--- src/rtl/lcd_pkg.sv ---
// Shared definitions for the HD44780-style bus responder: state encoding,
// instruction masks, address constants and AC stepping helpers.
package lcd_pkg;

  typedef enum logic [1:0] {
    IDLE  = 2'd0,
    EXEC  = 2'd1,
    CLEAR = 2'd2
  } state_e;

  typedef enum logic [3:0] {
    OP_NONE, OP_CLEAR, OP_HOME, OP_ENTRY, OP_DISP,
    OP_SHIFT, OP_FUNC, OP_CGRAM, OP_DDRAM
  } op_e;

  localparam logic [7:0] MASK_DDRAM = 8'h80;
  localparam logic [7:0] MASK_CGRAM = 8'h40;
  localparam logic [7:0] MASK_FUNC  = 8'h20;
  localparam logic [7:0] MASK_SHIFT = 8'h10;
  localparam logic [7:0] MASK_DISP  = 8'h08;
  localparam logic [7:0] MASK_ENTRY = 8'h04;
  localparam logic [7:0] MASK_HOME  = 8'h02;
  localparam logic [7:0] MASK_CLEAR = 8'h01;

  localparam logic [6:0] LINE1_BASE = 7'h40;
  localparam logic [6:0] LINE0_END  = 7'h27;
  localparam logic [6:0] LINE1_END  = 7'h67;
  localparam logic [7:0] SPACE_CHAR = 8'h20;

  // Instruction class is chosen by the highest set bit.
  function automatic op_e decode_op(input logic [7:0] d);
    if ((d & MASK_DDRAM) != 8'h00) return OP_DDRAM;
    if ((d & MASK_CGRAM) != 8'h00) return OP_CGRAM;
    if ((d & MASK_FUNC)  != 8'h00) return OP_FUNC;
    if ((d & MASK_SHIFT) != 8'h00) return OP_SHIFT;
    if ((d & MASK_DISP)  != 8'h00) return OP_DISP;
    if ((d & MASK_ENTRY) != 8'h00) return OP_ENTRY;
    if ((d & MASK_HOME)  != 8'h00) return OP_HOME;
    if ((d & MASK_CLEAR) != 8'h00) return OP_CLEAR;
    return OP_NONE;
  endfunction

  // Step AC across the two 40-address lines; out-of-line values snap to
  // the nearest legal neighbour in the stepping direction.
  function automatic logic [6:0] ac_step(input logic [6:0] ac, input logic inc);
    if (inc) begin
      if (ac[6]) return (ac >= LINE1_END) ? 7'h00 : ac + 7'd1;
      return (ac >= LINE0_END) ? LINE1_BASE : ac + 7'd1;
    end
    if (ac == 7'h00) return LINE1_END;
    if (ac == LINE1_BASE) return LINE0_END;
    if (!ac[6] && (ac > LINE0_END)) return LINE0_END;
    if (ac[6] && (ac > LINE1_END)) return LINE1_END;
    return ac - 7'd1;
  endfunction

  function automatic logic [4:0] cell_of(input logic [6:0] ac);
    return {ac[6], ac[3:0]};
  endfunction

endpackage

--- src/rtl/lcd_ddram.sv ---
// 32 x 8 display cell store: one synchronous write port, a registered host
// read port with write-through, and a combinational bus read port.
module lcd_ddram
  import lcd_pkg::*;
(
  input  logic       clk_i,
  input  logic       rst_i,
  input  logic       we_i,
  input  logic [4:0] waddr_i,
  input  logic [7:0] wdata_i,
  input  logic [4:0] haddr_i,
  output logic [7:0] hdata_o,
  input  logic [4:0] baddr_i,
  output logic [7:0] bdata_o
);

  logic [7:0] mem_q [32];
  logic [7:0] hdata_q;

  // Cell array: reset fills with spaces, otherwise single-port write.
  always_ff @(posedge clk_i) begin
    if (rst_i) begin
      for (int i = 0; i < 32; i++) mem_q[i] <= SPACE_CHAR;
    end else if (we_i) begin
      mem_q[waddr_i] <= wdata_i;
    end
  end

  // Host read: one cycle latency, same-cycle write forwarded.
  always_ff @(posedge clk_i) begin
    if (rst_i) begin
      hdata_q <= SPACE_CHAR;
    end else if (we_i && (waddr_i == haddr_i)) begin
      hdata_q <= wdata_i;
    end else begin
      hdata_q <= mem_q[haddr_i];
    end
  end

  assign hdata_o = hdata_q;
  assign bdata_o = mem_q[baddr_i];

endmodule

--- src/rtl/lcd_bus_responder.sv ---
// Emulates the bus side of a 2-line HD44780 character LCD.
// state | meaning
// IDLE  | ready; decode a transaction on each E falling edge
// EXEC  | busy for BUSY_CYCLES after an accepted write
// CLEAR | writing spaces into cells 0..31, one per cycle
module lcd_bus_responder
  import lcd_pkg::*;
#(
  parameter int COLS        = 16,
  parameter int BUSY_CYCLES = 40
) (
  input  logic       clk,
  input  logic       rst,
  input  logic       LCD_E,
  input  logic       LCD_RS,
  input  logic       LCD_RW,
  input  logic [7:0] LCD_DATA,
  output logic [7:0] lcd_dout,
  output logic       lcd_doe,
  input  logic [4:0] rd_addr,
  output logic [7:0] rd_data,
  output logic       busy,
  output logic       display_on,
  output logic       wr_strobe,
  output logic       protocol_err
);

  localparam int CW = (BUSY_CYCLES > 1) ? $clog2(BUSY_CYCLES) : 1;
  localparam logic [CW-1:0] CNT_LOAD = CW'(BUSY_CYCLES - 1);

  state_e        state_q, state_d;
  logic [CW-1:0] cnt_q, cnt_d;
  logic [4:0]    clr_q, clr_d;
  logic [6:0]    ac_q, ac_d;
  logic          id_q, id_d;
  logic          don_q, don_d;
  logic          perr_q, perr_d;
  logic          e_q, rs_q, rw_q;
  logic [7:0]    data_q;

  logic          fall, go_exec, we, ac_on_map;
  logic [4:0]    waddr;
  logic [7:0]    wdata, bus_cell;

  assign fall      = e_q & ~LCD_E & ~rst;
  assign ac_on_map = (int'({26'd0, ac_q[5:0]}) < COLS);

  // Bus sampling and control/state registers.
  always_ff @(posedge clk) begin
    if (rst) begin
      e_q     <= 1'b0;
      rs_q    <= 1'b0;
      rw_q    <= 1'b0;
      data_q  <= 8'h00;
      state_q <= IDLE;
      cnt_q   <= '0;
      clr_q   <= 5'd0;
      ac_q    <= 7'h00;
      id_q    <= 1'b1;
      don_q   <= 1'b0;
      perr_q  <= 1'b0;
    end else begin
      e_q     <= LCD_E;
      rs_q    <= LCD_RS;
      rw_q    <= LCD_RW;
      data_q  <= LCD_DATA;
      state_q <= state_d;
      cnt_q   <= cnt_d;
      clr_q   <= clr_d;
      ac_q    <= ac_d;
      id_q    <= id_d;
      don_q   <= don_d;
      perr_q  <= perr_d;
    end
  end

  // Next-state, instruction decode and cell write control.
  always_comb begin
    state_d = state_q;
    cnt_d   = cnt_q;
    clr_d   = clr_q;
    ac_d    = ac_q;
    id_d    = id_q;
    don_d   = don_q;
    perr_d  = perr_q;
    go_exec = 1'b0;
    we      = 1'b0;
    waddr   = cell_of(ac_q);
    wdata   = data_q;
    case (state_q)
      IDLE: begin
        if (fall && !rw_q && rs_q) begin
          we      = ac_on_map;
          ac_d    = ac_step(ac_q, id_q);
          go_exec = 1'b1;
        end else if (fall && !rw_q) begin
          case (decode_op(data_q))
            OP_DDRAM: begin ac_d = data_q[6:0]; go_exec = 1'b1; end
            OP_CGRAM: perr_d = 1'b1;
            OP_FUNC:  go_exec = 1'b1;
            OP_SHIFT: begin
              if (!data_q[3]) ac_d = ac_step(ac_q, data_q[2]);
              go_exec = 1'b1;
            end
            OP_DISP:  begin don_d = data_q[2]; go_exec = 1'b1; end
            OP_ENTRY: begin id_d = data_q[1]; go_exec = 1'b1; end
            OP_HOME:  begin ac_d = 7'h00; go_exec = 1'b1; end
            OP_CLEAR: begin state_d = CLEAR; clr_d = 5'd0; end
            default:  ;
          endcase
        end else if (fall && rs_q) begin
          ac_d = ac_step(ac_q, id_q);
        end
      end
      EXEC: begin
        if (fall && !rw_q) perr_d = 1'b1;
        if (cnt_q == '0) state_d = IDLE;
        else cnt_d = cnt_q - 1'b1;
      end
      CLEAR: begin
        if (fall && !rw_q) perr_d = 1'b1;
        we    = 1'b1;
        waddr = clr_q;
        wdata = SPACE_CHAR;
        if (clr_q == 5'd31) begin
          ac_d    = 7'h00;
          id_d    = 1'b1;
          go_exec = 1'b1;
        end else begin
          clr_d = clr_q + 5'd1;
        end
      end
      default: state_d = IDLE;
    endcase
    if (go_exec) begin
      state_d = EXEC;
      cnt_d   = CNT_LOAD;
    end
  end

  lcd_ddram u_ddram (
    .clk_i   (clk),
    .rst_i   (rst),
    .we_i    (we & ~rst),
    .waddr_i (waddr),
    .wdata_i (wdata),
    .haddr_i (rd_addr),
    .hdata_o (rd_data),
    .baddr_i (cell_of(ac_q)),
    .bdata_o (bus_cell)
  );

  assign busy         = (state_q != IDLE);
  assign display_on   = don_q;
  assign protocol_err = perr_q;
  assign wr_strobe    = we & ~rst;
  assign lcd_doe      = LCD_E & LCD_RW & ~rst;
  assign lcd_dout     = !lcd_doe ? 8'h00 :
                        !LCD_RS  ? {busy, ac_q} :
                        ac_on_map ? bus_cell : SPACE_CHAR;

endmodule

--- config.mk ---
export PLATFORM = sky130hd
export DESIGN_NAME = lcd_bus_responder
export DESIGN_NICKNAME = d
export VERILOG_FILES = /design/src/rtl/lcd_pkg.sv /design/src/rtl/lcd_ddram.sv /design/src/rtl/lcd_bus_responder.sv
export SDC_FILE = /design/constraint.sdc
export NUM_CORES = 1
export LEC_CHECK = 0
export ABC_CLOCK_PERIOD_IN_PS = 4750
export BUFFER_PORTS_ARGS = -buffer_cell sky130_fd_sc_hd__buf_2
export CAP_MARGIN = 15
export CORE_MARGIN = 1.5
export CORE_UTILIZATION = 55
export DETAILED_ROUTE_END_ITERATION = 10
export PLACE_DENSITY = 0.71
export SLEW_MARGIN = 0
export SYNTH_ARGS = -nofsm -noshare
export SYNTH_HDL_FRONTEND = slang
export SYNTH_SLANG_ARGS = --single-unit
--- constraint.sdc ---
create_clock -name clk -period 4.75 [get_ports clk]
set_input_delay 0 -clock clk [delete_from_list [all_inputs] [get_ports clk]]
set_output_delay 0 -clock clk [all_outputs]
set_load 0.01 [all_outputs]
# Word-level counts from Yosys, hierarchy flattened
# Memory sizes are Yosys's and may differ from the RTL's. A register that Yosys moved wholly into a read port is not among the register bits.
# Cells that the tools add are included.
# classes
add_sub_neg	4
n_lt_le_gt_ge	5
eq_ne	30
mux	301
n_bitwise	10
reduce_logical	27
# op_table
operator	n
two-way mux 7 bit	52
two-way mux 1 bit	184
two-way mux 4 bit	37
two-way mux 5 bit	8
two-way mux 8 bit	5
AND reduction 5 bit	6
case mux 7 bit (3 select lines)	1
two-way mux 6 bit	3
== test 4 x 3 -> 1 bit (second input constant)	4
inequality test 2 bit (second input constant)	7
case mux 7 bit (2 select lines)	1
case mux 5 bit (2 select lines)	1
inequality test 3 bit (second input constant)	3
== test 4 x 2 -> 1 bit (second input constant)	2
two-way mux 2 bit	4
inequality test 2 x 1 -> 1 bit (second input constant)	4
case mux 1 bit (2 select lines)	4
nonzero test 2 bit	4
OR reduction 8 bit	1
adder 7 x 1 -> 7 bit (second input constant)	1
== test 7 bit (second input constant)	1
>= comparator 7 x 6 -> 1 bit (second input constant)	1
>= comparator 7 bit (second input constant)	1
> comparator 7 x 6 -> 1 bit (second input constant)	1
other kinds (26)	41
# word_totals
regBits	34
ramBits	256
input_bits	18
out_inout_bits	21
n_memories	1
# memory_table
name	words	width	read_ports	rd_ports_with_merged_regs	write_ports	line_no	text
u_ddram.mem_q	32	8	2	2	32	lcd_ddram.sv:17	logic [7:0] mem_q [32];

# Longest topological paths before layout
# logic_depth
depth_word	114
ltp_mapped	10
ltp_nobuf	9

# Cells and area by module
# From an unflattened synthesis, not the netlist that was laid out.
# hier_totals
cells_unflattened	1340
hier_area_um2	16687.3
# by_module_without_submodules
module	instances	cells_per_inst	area_per_inst_um2
lcd_ddram	1	1030	14292.5
lcd_bus_responder	1	310	2394.8

# Worst setup path before layout
# Ideal clock, no wire load.
# synth_path
path_type	flip-flop to flip-flop
start	register state_q[0]
end	memory u_ddram.mem_q[1][0] (enable)
setup_ns	0.329
arrival_time_ns	2.022
required_time_ns	4.421
path_slack_ns	2.399
path_stages_with_launch	9
n_path_buf	2
period_less_slack_ns	2.351
cell_sequence	dfxtp_1 -> inv_1 -> ha_1 -> buf_2 -> buf_1 -> mux2_2 -> nor2_1 -> nand2_1 -> nand2_1
# synth_rtl
item	line_no	text
start: declaration	lcd_bus_responder.sv:31	state_e state_q, state_d;
start signal: assignment	lcd_bus_responder.sv:67	state_q <= state_d;
end: declaration	lcd_ddram.sv:17	

==> results.sh <==
export IMPL_pin_count=39
export IMPL_ys_ff_latch=303
export IMPL_synth_edff_count=256
export IMPL_nNetsFinal=1330
export IMPL_drt_iter0_drc=1549
export IMPL_initial_core_util_pct=55.8
export IMPL_dp_slack_ns=1.43
export IMPL_die_x_microns=174
export IMPL_crit_type="reg -> reg"
export IMPL_dp_hpwl_microns=32400
export IMPL_clock_latency_ns=0.53
export IMPL_skew_ns=0.0251
export IMPL_syn_inst=1300
export IMPL_dpl_cell_count=1640
export IMPL_drive_gt1_share_pct=19.4
export IMPL_n_antenna_cell=0
export IMPL_routed_wl_microns=47300
export IMPL_grt_pass1_wl_microns=70400
export IMPL_clock_path_buffers=3
export IMPL_dr_pass1_iters=6
export IMPL_synth_seq_area_share_pct=53.8
export IMPL_grt_overflow=0
export IMPL_synth_top_area_cell="edfxtp_1"
export IMPL_synth_fp_nets=1326
export IMPL_yosysWarnings=0
export IMPL_synth_common_cells="nor2_1 (265), edfxtp_1 (256), mux4_2 (114)"
export IMPL_synthTopCellsByArea="edfxtp_1 (48%), mux4_2 (16%), nor2_1 (6.2%)"
export IMPL_power_density_nw_per_um2=358
export IMPL_hold_violations=0
export IMPL_end_kind="flop"
export IMPL_grt_usage_pct=31.7
export IMPL_max_cap_violations=0
export IMPL_cts_tree="done"
export IMPL_die_h_microns=174
export IMPL_leakagePower_nw=5.88
export IMPL_nFillCells=2260
export IMPL_ir_drop_v=0.000330
export IMPL_numCtsBuffers=35
export IMPL_p_total_w=0.00635
export IMPL_cts_root_buf="clkbuf_16"
export IMPL_rsz0062_at_grt="false"
export IMPL_final_instance_count_excl_fill=1714
export IMPL_cp_arrival_ns=3.59
export IMPL_port_buffers=38
export IMPL_period_needed_ns=3.39
export IMPL_syn_area_sq_um=16000
export IMPL_die_area_sq_um=30200
export IMPL_yosysMostFrequentCell="nor2_1"
export IMPL_syn_to_final_growth_pct=10.6
export IMPL_worst_setup_path_start_kind="flop"
export IMPL_max_freq_ghz=0.295
export IMPL_fp_row_count=62
export IMPL_maxSlewViolCount=0
export IMPL_place_congestion=0.950
export IMPL_grt_antenna_before_repair=2
export IMPL_cp_max_fo=40
export IMPL_dpl_cell_area_sq_um=16500
export IMPL_drc_errors=0
export IMPL_ys_flop_type="edfxtp_1"
export IMPL_h_tree_depth=2
export IMPL_tns_ns=0
export IMPL_slew_headroom_pct=25.1
export IMPL_core_sq_um=28700
export IMPL_period_share_pct=71.5
export IMPL_cts_sinks=303
export IMPL_finalSetupViolCount=0
export IMPL_vias_per_cell=6.77
export IMPL_via_count=11600
export IMPL_worst_pin_slew_ns=1.12
export IMPL_fin_ws_ns=1.36
export IMPL_postCtsSetupRepairBufs=0
export IMPL_wl_per_cell_microns=27.6
export IMPL_status="complete, no violations"
export IMPL_clk_pin_slew_ns=0.06
export IMPL_synth_top_area_share_pct=48.0
export IMPL_antenna_left=0
export IMPL_design_area_sq_um=17700
export IMPL_worst_hold_path_type="in -> reg"
export IMPL_async_reset_ff_share_pct=0
export IMPL_grt_max_degree=65
export IMPL_syn_area_per_cell_sq_um=12.3
export IMPL_synth_cell_types=67
export IMPL_grt_pass1_vias=11100
export IMPL_required_ns=4.94
[state kept, by name, summed over array words and instances, names as in the netlist, named ones only]
register and count:
ac_q 7, clr_q 5, cnt_q 6, data_q 8, display_on 1, e_q 1, id_q 1, protocol_err 1
rs_q 1, rw_q 1, state_q 2, u_ddram.hdata_o 8, u_ddram.mem_q 256
[cell families after synthesis]
| family | after synthesis | share of synthesized area, % |
|---|---|---|
| AO/OA/AOI/OAI | 154 | 6.84 |
| XOR/XNOR | 19 | 1.04 |
| adder cells (fa/ha/maj) | 8 | 0.625 |
| buffers and inverters | 118 | 2.95 |
| flip-flops | 303 | 53.8 |
| multiplexers | 173 | 19.8 |
| AND/OR/NAND/NOR | 525 | 14.9 |
[worst paths after layout]
path	start	to	slack, ns	cells past startpoint
max	state_q[0]$_SDFFE_PP0P_	u_ddram.mem_q[24][7]$_SDFFCE_PN0P_	1.36	8
min	rst	protocol_err$_SDFFE_PP0P_	0.06	2
max reg2reg	state_q[0]$_SDFFE_PP0P_	u_ddram.mem_q[24][7]$_SDFFCE_PN0P_	1.36	8
min reg2reg	protocol_err$_SDFFE_PP0P_	protocol_err$_SDFFE_PP0P_	0.47	2
[power breakdown]
part           leakage, nW  switching [W]  internal (W)
sequential            2.91      0.0000775       0.00296
clock                0.555        0.00109       0.00159
combinational         2.41       0.000409      0.000229
[metal layers]
layer | GRT usage [%] | part of all wire, %
met1 | 42.5 | 36
met4 | 14.8 | 5.1
met5 | 0 | 0.053
met3 | 7.48 | 12
met2 | 49.2 | 46
[placed cells by master (no fill, tap or decap), types with 6 or more instances in the layout]
master / n
nand2b_1: 13
o22ai_1: 16
xnor2_1: 12
mux2_2: 7
edfxtp_1: 256
buf_2: 37
ha_1: 7
nand2_1: 99
or3_1: 38
clkbuf_16: 36
xor2_1: 7
nor2b_1: 29
a31oi_1: 11
clkbuf_1: 6
mux2i_1: 51
dlygate4sd3_1: 11
a21oi_1: 18
nor3_1: 24
or2_2: 6
nor2_1: 265
a22o_1: 9
buf_4: 21
o21ai_0: 25
clkinv_2: 6
a211oi_1: 21
dfxtp_1: 44
a22oi_1: 18
inv_1: 11
nor4_1: 6
nand3_1: 20
mux4_2: 114
[cell type report]
type | instances | area (sq um) | share of cell area [%]
Tap cell | 384 | 480 | 2.71
Clock buffer | 44 | 951 | 5.36
Multi-Input combinational cell | 879 | 6930 | 39.1
Timing Repair Buffer | 71 | 493 | 2.78
Inverter | 14 | 52.6 | 0.296
Clock inverter | 19 | 188 | 1.06
Sequential cell | 303 | 8630 | 48.7
[worst max-delay path, cell delays in order (launching register included)]
cell and delay (ns):
dfxtp_1 0.32, inv_1 0.09, ha_2 0.43, buf_4 0.54
mux2i_1 0.44, nand2_1 0.12, nor2_1 0.43, nand2_1 0.32
nand2_1 0.37
[stage by stage]
step | hold WS (ns) | utilization [%]
6_report | 0.0556 | 61.8
5_1_grt | 0.0828 | 61.8
4_1_cts | 0.0473 | 61.8
3_5_place_dp | 0.218 | 57.4
3_3_place_gp | 0.208 | 57.4
2_1_floorplan | 0.128 | -
[what timing repair did]
action	CTS	global route
endpoints found under the hold margin	11	0
resized for setup	0	0
hold buffers	11	0
No activity file was read; power rests on OpenSTA's default activity.
